$ cat src/rtl/popcount_frame_pkg.sv
// Shared types and constants for the popcount frame controller.
package popcount_frame_pkg;

   // Frame controller states
   typedef enum logic [1:0] {
      ST_IDLE  = 2'd0,
      ST_ACCUM = 2'd1,
      ST_HOLD  = 2'd2
   } state_e;

   // Largest value the accumulator may hold; larger sums saturate here
   localparam logic [3:0] ACC_MAX = 4'd15;

   // Width of the beat counter
   localparam int BEAT_W = 4;

   // Active-high 7-segment font, bit0=a .. bit6=g, entry 15 first
   localparam logic [15:0][6:0] SEG_FONT = {
      7'h71, 7'h79, 7'h5E, 7'h39, 7'h7C, 7'h77, 7'h6F, 7'h7F,
      7'h07, 7'h7D, 7'h6D, 7'h66, 7'h4F, 7'h5B, 7'h06, 7'h3F
   };

endpackage

$ cat src/rtl/popcount_frame_ctrl_seg7.sv
// Purely combinational hex digit to 7-segment decoder.
module seg7_hex_decoder
   import popcount_frame_pkg::*;
(
   input  logic [3:0] hex,
   output logic [6:0] seg
);

   // Table lookup into the shared hex font
   always_comb begin
      seg = SEG_FONT[hex];
   end

endmodule

$ cat src/rtl/popcount_frame_ctrl.sv
// Counts the ones in a fixed number of valid data nibbles per frame,
// saturating at 15, and shows the running total on a 7-segment digit.
module popcount_frame_ctrl
   import popcount_frame_pkg::*;
#(
   parameter int FRAME_BEATS = 4
) (
   input  logic       clk,
   input  logic       rst_n,
   input  logic       start,
   input  logic       valid,
   input  logic [3:0] data,
   output logic [6:0] seg,
   output logic       dp
);

   localparam logic [BEAT_W-1:0] LAST_BEAT = BEAT_W'(FRAME_BEATS);
   localparam logic [BEAT_W-1:0] BEAT_ONE  = {{(BEAT_W-1){1'b0}}, 1'b1};

   // Number of set bits in a nibble (0..4)
   function automatic logic [2:0] popcount4(input logic [3:0] v);
      return {2'b00, v[0]} + {2'b00, v[1]} + {2'b00, v[2]} + {2'b00, v[3]};
   endfunction

   state_e              state_r;
   state_e              state_nxt_s;
   logic [3:0]          acc_r;
   logic [3:0]          acc_nxt_s;
   logic [BEAT_W-1:0]   beats_r;
   logic [BEAT_W-1:0]   beats_nxt_s;
   logic                sat_r;
   logic                sat_nxt_s;
   logic                dp_r;
   logic                dp_nxt_s;
   logic [4:0]          sum_s;
   logic [BEAT_W-1:0]   beats_inc_s;

   // True (unsaturated) sum and next beat index for the current beat
   always_comb begin
      sum_s       = {1'b0, acc_r} + {2'b00, popcount4(data)};
      beats_inc_s = beats_r + BEAT_ONE;
   end

   // Next-state logic: start wins over valid everywhere and restarts the frame
   always_comb begin
      state_nxt_s = state_r;
      acc_nxt_s   = acc_r;
      beats_nxt_s = beats_r;
      sat_nxt_s   = sat_r;
      case (state_r)
         ST_IDLE, ST_HOLD: begin
            if (start) begin
               state_nxt_s = ST_ACCUM;
               acc_nxt_s   = 4'd0;
               beats_nxt_s = {BEAT_W{1'b0}};
               sat_nxt_s   = 1'b0;
            end else begin
               state_nxt_s = state_r;
            end
         end
         ST_ACCUM: begin
            if (start) begin
               acc_nxt_s   = 4'd0;
               beats_nxt_s = {BEAT_W{1'b0}};
               sat_nxt_s   = 1'b0;
            end else if (valid) begin
               if (sum_s > {1'b0, ACC_MAX}) begin
                  acc_nxt_s = ACC_MAX;
                  sat_nxt_s = 1'b1;
               end else begin
                  acc_nxt_s = sum_s[3:0];
               end
               beats_nxt_s = beats_inc_s;
               if (beats_inc_s == LAST_BEAT) begin
                  state_nxt_s = ST_HOLD;
               end else begin
                  state_nxt_s = ST_ACCUM;
               end
            end else begin
               state_nxt_s = ST_ACCUM;
            end
         end
         default: begin
            state_nxt_s = ST_IDLE;
            acc_nxt_s   = 4'd0;
            beats_nxt_s = {BEAT_W{1'b0}};
            sat_nxt_s   = 1'b0;
         end
      endcase
   end

   // Status indicator for the next cycle: busy in ACCUM, saturation flag in HOLD
   always_comb begin
      case (state_nxt_s)
         ST_IDLE:  dp_nxt_s = 1'b0;
         ST_ACCUM: dp_nxt_s = 1'b1;
         ST_HOLD:  dp_nxt_s = sat_nxt_s;
         default:  dp_nxt_s = 1'b0;
      endcase
   end

   // State, accumulator, beat counter, saturation flag and dp registers
   always_ff @(posedge clk or negedge rst_n) begin
      if (!rst_n) begin
         state_r <= ST_IDLE;
         acc_r   <= 4'd0;
         beats_r <= {BEAT_W{1'b0}};
         sat_r   <= 1'b0;
         dp_r    <= 1'b0;
      end else begin
         state_r <= state_nxt_s;
         acc_r   <= acc_nxt_s;
         beats_r <= beats_nxt_s;
         sat_r   <= sat_nxt_s;
         dp_r    <= dp_nxt_s;
      end
   end

   assign dp = dp_r;

   seg7_hex_decoder u_seg7 (
      .hex (acc_r),
      .seg (seg)
   );

endmodule

$ cat config.mk
export PLATFORM = sky130hd
export DESIGN_NAME = popcount_frame_ctrl
export DESIGN_NICKNAME = d
export VERILOG_FILES = /design/src/rtl/popcount_frame_pkg.sv /design/src/rtl/popcount_frame_ctrl_seg7.sv /design/src/rtl/popcount_frame_ctrl.sv
export SDC_FILE = /design/constraint.sdc
export NUM_CORES = 1
export LEC_CHECK = 0
export ABC_AREA = 1
export CAP_MARGIN = 20
export CORE_MARGIN = 1
export CORE_UTILIZATION = 40
export DETAILED_ROUTE_END_ITERATION = 8
export HOLD_SLACK_MARGIN = 0.06
export SLEW_MARGIN = 20
export SYNTH_ARGS = -nofsm -noshare
export SYNTH_HDL_FRONTEND = slang
export SYNTH_SLANG_ARGS = --single-unit
$ cat constraint.sdc
create_clock -name clk -period 1.9 [get_ports clk]
set_input_delay 0.475 -clock clk [delete_from_list [all_inputs] [get_ports clk]]
set_output_delay 0.475 -clock clk [all_outputs]
set_load 0.05 [all_outputs]
==> results of run 1 <==
==> worst max-delay path by stage <==
stage                               from  slack (ns)                    to  depth (start not counted)
detailed placement               data[0]       -0.76  acc_r[1]$_DFFE_PN0P_                          8
global route        acc_r[1]$_DFFE_PN0P_       -0.26                seg[5]                          6
CTS                 acc_r[1]$_DFFE_PN0P_       -0.20                seg[3]                          6
floorplan                        data[0]       -0.25  acc_r[1]$_DFFE_PN0P_                          7
finish              acc_r[1]$_DFFE_PN0P_       -0.20                seg[5]                          6
global placement                 data[0]       -0.74  acc_r[1]$_DFFE_PN0P_                          8
==> flip-flops by register name (all words and copies together), names as in the netlist <==
name     flops
acc_r        4
dp           1
sat_r        1
beats_r      4
state_r      2
==> per-stage QoR <==
| step | hold WS [ns] | cells | util [%] | instance area, sq um |
|---|---|---|---|---|
| 2_1_floorplan | 0.1794 | 129 | - | 1056 |
| 3_3_place_gp | 0.5157 | 181 | 60.02 | 1379 |
| 3_5_place_dp | 0.5280 | 181 | 60.02 | 1379 |
| 4_1_cts | 0.5420 | 191 | 66.88 | 1536 |
| 5_1_grt | 0.5811 | 194 | 70.97 | 1630 |
| 6_report | 0.5451 | 194 | 70.97 | 1630 |
==> worst reg2reg max path, stage by stage (launching register included) <==
cell	delay, ns
dfrtp_1	0.42
inv_4	0.12
buf_6	0.12
buf_4	0.11
fa_2	0.19
inv_2	0.04
fa_2	0.42
nand2_4	0.10
nor2_1	0.05
o21ai_2	0.16
o21ai_2	0.06
==> cells by family (layout without fill, tap and decap cells) <==
group / count (synthesis) / after routing / synth area share (%)
compound gates: 25 / 25 / 16.94
xor+xnor: 1 / 1 / 0.8719
buf+inv: 24 / 61 / 9.464
fa+ha+maj: 14 / 14 / 19.68
flops: 12 / 12 / 29.89
simple gates: 53 / 53 / 23.16
==> cells in the mapped netlist, drive strengths merged <==
cell type	count
nor2	12
xor2	1
nand4	2
inv	22
o21ai	14
and2	1
nor3	1
a22o	1
a21oi	6
nand3	6
a31oi	1
o21bai	1
nand2	30
a32oi	2
fa	3
ha	11
dfrtp	12
or2	1
buf	2
==> per-layer routing <==
layer	vias up	wire length, microns	track usage [%]
li1	494	-	-
met3	4	78	4.678
met1	460	1162	25.87
met2	15	1332	34.62
met4	0	34	8.559
met5	-	0	0
==> area by class of cell <==
| type | count | share of cell area (%) |
|---|---|---|
| multi-input cells | 93 | 47.97 |
| flip-flops and latches | 12 | 18.57 |
| repair buffers | 35 | 23.71 |
| clock buffers | 4 | 2.226 |
| well taps | 28 | 2.149 |
| inverters | 22 | 5.372 |
==> power by group <==
part | internal (mW) | switching, mW
Combinational | 0.544 | 0.598
Sequential | 0.303 | 0.0736
Clock | 0.116 | 0.0853
==> timing repair <==
item                       CTS  global route
pin swaps                   13             8
resized for setup           40            17
setup endpoints to repair   13            13
gates cloned                 0             0
buffers inserted             6             3
==> results.md, run 1 <==
- Via-to-Cell Ratio: 5.015
- Cell variety after synth: 28
- Crit path max-delay family: flip-flops
- Top cell type's share of synthesized area: between 20% and 30%
- Final Slew Violations: 0
- FF/Latch Area: 302.8 sq um
- Crit-path max FO: 4
- Setup TNS: -1.277 ns
- FILL cells: 176
- Die area: 2716 sq um
- Critical path class: flip-flop to primary output
- TritonCTS buffer count: 3
- Static leakage: between 0.7 and 0.8 nW
- Multi-input gate area: 782.0 sq um
- Worst Tran Pin Value: 0.5536 ns
- Total number of vias: about 1,000
- Global-route wire length before repair: between 4000 and 5000 microns
- CTS tree: done
- GRT Util Overall: a little over a fifth
- Register area share after synthesis: 29.89%
- Startpoint types: flip-flop
- Final count of hold timing violations: 0
- Peak supply drop: 717.2 uV
- Drt initial violations: 15
- Largest cells by area after synthesis: dfrtp_1 30%, ha_1 14%, nand2_1 11%
- Clock slew at reported path FFs: 0.08 ns
- Cells on worst reg2reg path: 10
- Detailed placer's ending HPWL: 1812 microns
- Grt ovf: 0
- CTS Hold Bufs: 0
- Initial Util: 43.74%
- Worst Path Buf+Inv: 3
- Number of global-route vias before repair: 976
- CP max-delay cell: dfrtp_2
- Most frequent cells in the layout: 24 x nand2_1, 16 x inv_1, 15 x buf_4
- Port-buffer cells: 15
- CTS H-Tree Depth: 1
- Mapped Nets: 151
- P&R area growth vs syn: 62.27%
- R2r setup slk: 0 ns
- Routed Antenna Nets: 0
- Max Fclk: 475.5 MHz
- WHS Endpoint: beats_r[0]$_DFFE_PN0P_
- Req. time, crit path: 1.42 ns
- Final Cycle Share: 110.7%
- Worst R2R End: acc_r[1]$_DFFE_PN0P_
- Max incr delay on CP: 0.47 ns
- Hold Path Cell Cnt: 1
- Crit path DAT: 1.63 ns
- # nets final: between 150 and 200
- Pre-CTS WS: -0.7633 ns
- Tot Pwr: 1.720 mW
- Placer Congestion: slightly above 0.8
- Commonest non-fill, non-tap cell in the layout: nand2_1
- Core area: 2297 sq um
- Pwr/cell area: 1055 nW/um^2
- Crit-path cells: buf_6 > ha_2 > inv_2 > nand2_4 > a32oi_2 > buf_12
- Slew headroom: 62.98%
- Fin crit period: 2.103 ns
- Layout cells sized above 1: 46.99%
- Top Ports: 16
- Syn avg cell area: 7.788 sq um
- Worst Hold Launch: beats_r[0]$_DFFE_PN0P_
- Status: finished, violations left
- Hold Path Class: flip-flop to flip-flop
- First-pass DRT Iterations: 4
- Top cell type by total area after synthesis: dfrtp_1
- Worst R2R Start: acc_r[0]$_DFFE_PN0P_
- WL final: 2609 microns
- Skew final: 0.002323 ns
- Synthesized instance count: 129
- Clock Root Buffer: clkbuf_4
- Final Worst Setup Slack: -0.2030 ns
- Die X: 52.12 microns
- CTS sink cnt: 12
- Seq cells post-synth: 12
- Initial antenna violation count: 0
- Largest net degree at the start of global routing: 13
- Drc violations: 0
- Diode count: 0
- Routed len/inst: 13.45 microns
- Clk_lat worst skew: around 0.27 ns
- Setup-failing EPs final: 12
- Maxcap violations: 0
- Die height: 52.12 microns
- Failing checks: setup timing
- Row count: 17
- Clock Path Buffers: 2
- Mapped cell area: 1005 sq um
- Critical path endpoint category: primary output
- YS warnings: 0
- RSZ-0062 raised after global routing: yes
(Power assumes the default switching activity.)
==> run 2: changes to the inputs <==
- CORE_UTILIZATION: 40 -> 47
- PLACE_DENSITY: default -> 0.74
==> run 2 against run 1 <==
The run still ends with setup timing left. Combinational power is 9.6% higher. First-iteration DRC count is 53% higher. Highest routed layer unchanged. Clock skew up 0.0028 ns.
==> results.md, run 2 (synthesis gave the netlist of run 1 again) <==
- Setup-failing EPs final: 11
- Final count of hold timing violations: 0
- Die area: 2327 sq um
- Critical path endpoint category: primary output
- Clock Root Buffer: clkbuf_4
- Worst Tran Pin Value: 0.5603 ns
- Largest net degree at the start of global routing: 13
- Slew headroom: 62.53%
- Clock Path Buffers: 2
- Drc violations: 0
- Fin crit period: 2.086 ns
- Worst R2R End: acc_r[1]$_DFFE_PN0P_
- Number of global-route vias before repair: 981
- Placer Congestion: 0.8424
- Dpl cell area: around 1400 sq um
- P_int: 985.9 uW
- Static leakage: 0.7568 nW
- CTS sink cnt: 12
- Core area: approximately 2000 sq um
- TritonCTS buffer count: 3
- Comb pwr share: 68.0%
- Switching Fraction: between 40% and 50%
- Finished Layout Cells: 190
- Setup TNS: -1.389 ns
- Row count: 16
- Final Cycle Share: 109.8%
- Failing checks: setup timing
- Critical path class: flip-flop to primary output
- Grt ovf: 0
- Tot Pwr: around 1.8 mW
- Initial antenna violation count: 0
- Detailed placer's ending HPWL: 1849 microns
- Hold Path Class: input port to async pin
- GRT Util Overall: 29.09%
- Most frequent cells in the layout: 22 x nand2_1, 15 x buf_4, 13 x inv_1
- Routed len/inst: 17.35 microns
- Maxcap violations: 0
- R2r setup slk: -0.12 ns
- Final Slew Violations: 0
- Peak supply drop: around 650 uV
- Clk pwr share: 11.8%
- NetSw: 853.6 uW
- Total number of vias: slightly above 1,000
- Largest registers: acc_r: 4 flops, beats_r: 4 flops, state_r: 2 flops
- Worst R2R Start: acc_r[0]$_DFFE_PN0P_
- Top sig layer: met4
- Max Fclk: 479.5 MHz
- Final Worst Setup Slack: -0.1857 ns
- Req. time, crit path: 1.42 ns
- First-pass DRT Iterations: 4
- Global-route wire length before repair: 4395 microns
- Die X: between 40 and 50 microns
- Clk_lat worst skew: between 0.2 and 0.3 ns
- RSZ-0062 raised after global routing: yes
- # nets final: 186
- Pwr/cell area: 1094 nW/um^2
- Via-to-Cell Ratio: 5.453
- Startpoint types: flip-flop
- Placed Cells: 178
- Routed Antenna Nets: 0
- Reg power frac: approximately a fifth
- Pre-CTS WS: -0.7713 ns
- Min Hold Slack: 0.5393 ns
- Crit-path max FO: 5
- Post-route cell area: 1682 sq um
- Port-buffer cells: 15
- CTS H-Tree Depth: 1
- WL final: 3296 microns
- Layout cells sized above 1: 53.37%
- CTS tree: done
- Cells on worst reg2reg path: 8
- Layout Utilization: 84.85%
- Metal3 WL: 97 microns
- Clock slew at reported path FFs: 0.09 ns
- FILL cells: 98
- Crit path DAT: around 1.6 ns
- Diode count: 0
- P&R area growth vs syn: 67.37%
- Met2 routed WL: ~1700 microns
- Top Ports: 16
- Die height: 48.24 microns
- CTS Hold Bufs: 0
- Commonest non-fill, non-tap cell in the layout: nand2_1
- Routed met1 length: 1339 microns
- Status: finished, violations left
- Initial Util: 50.69%
- Drt initial violations: 23
- Skew final: 0.005082 ns
-- run 2: cell types whose count changed in the layout (fill, tap and decap cells not counted), sizes merged --
| cell | change |
|---|---|
| buf | -2 |
| clkbuf | -1 |
| clkinv | +2 |
| clkinvlp | +1 |
| inv | -3 |
-- run 2: cell type report --
| cell class | count | area, sq um | share of cell area, % |
|---|---|---|---|
| Multi-Input combinational cell | 93 | 854.6 | 50.82 |
| Timing Repair Buffer | 32 | 354.1 | 21.06 |
| Sequential cell | 12 | 304.0 | 18.08 |
| Inverter | 22 | 98.84 | 5.878 |
| Clock buffer | 4 | 36.28 | 2.158 |
| Tap cell | 27 | 33.78 | 2.009 |
-- run 2: power by group through the flow --
| stage | registers, mW | logic, mW | clock network [mW] |
|---|---|---|---|
| 6_report | 0.371 | 1.25 | 0.217 |
| 5_1_grt | 0.376 | 1.33 | 0.232 |
| 4_1_cts | 0.363 | 1.12 | 0.208 |
| 3_5_place_dp | 0.358 | 0.955 | 0 |
| 3_3_place_gp | 0.359 | 0.930 | 0 |
| 2_1_floorplan | 0.387 | 0.523 | 0 |
-- run 2: worst max-delay path: stages, from the launching register on --
cell,delay (ns)
dfrtp_2,0.47
clkinv_4,0.13
ha_4,0.26
a21oi_4,0.15
o21bai_4,0.16
buf_12,0.15
-- run 2: how the worst max path moves through the flow --
stage | from | end | slack (ns) | cells after the start
after global routing | data[1] | acc_r[1]$_DFFE_PN0P_ | -0.23 | 8
after global placement | data[0] | acc_r[1]$_DFFE_PN0P_ | -0.72 | 8
after floorplan | data[0] | acc_r[1]$_DFFE_PN0P_ | -0.25 | 7
final | acc_r[1]$_DFFE_PN0P_ | seg[1] | -0.19 | 5
after CTS | data[0] | acc_r[1]$_DFFE_PN0P_ | -0.16 | 8
after detailed placement | data[0] | acc_r[1]$_DFFE_PN0P_ | -0.77 | 10
-- run 2: per-layer routing --
metal | up-vias | GRT usage, %
met4 | 0 | 16.67
met3 | 19 | 4.074
met2 | 33 | 51.20
li1 | 484 | -
met5 | - | 0
met1 | 500 | 33.41
-- run 2: timing repair --
item,CTS,global route
endpoints found under the setup margin,13,13
pin swaps,15,15
setup buffers,6,2
resized for setup,52,24
cloned,0,0
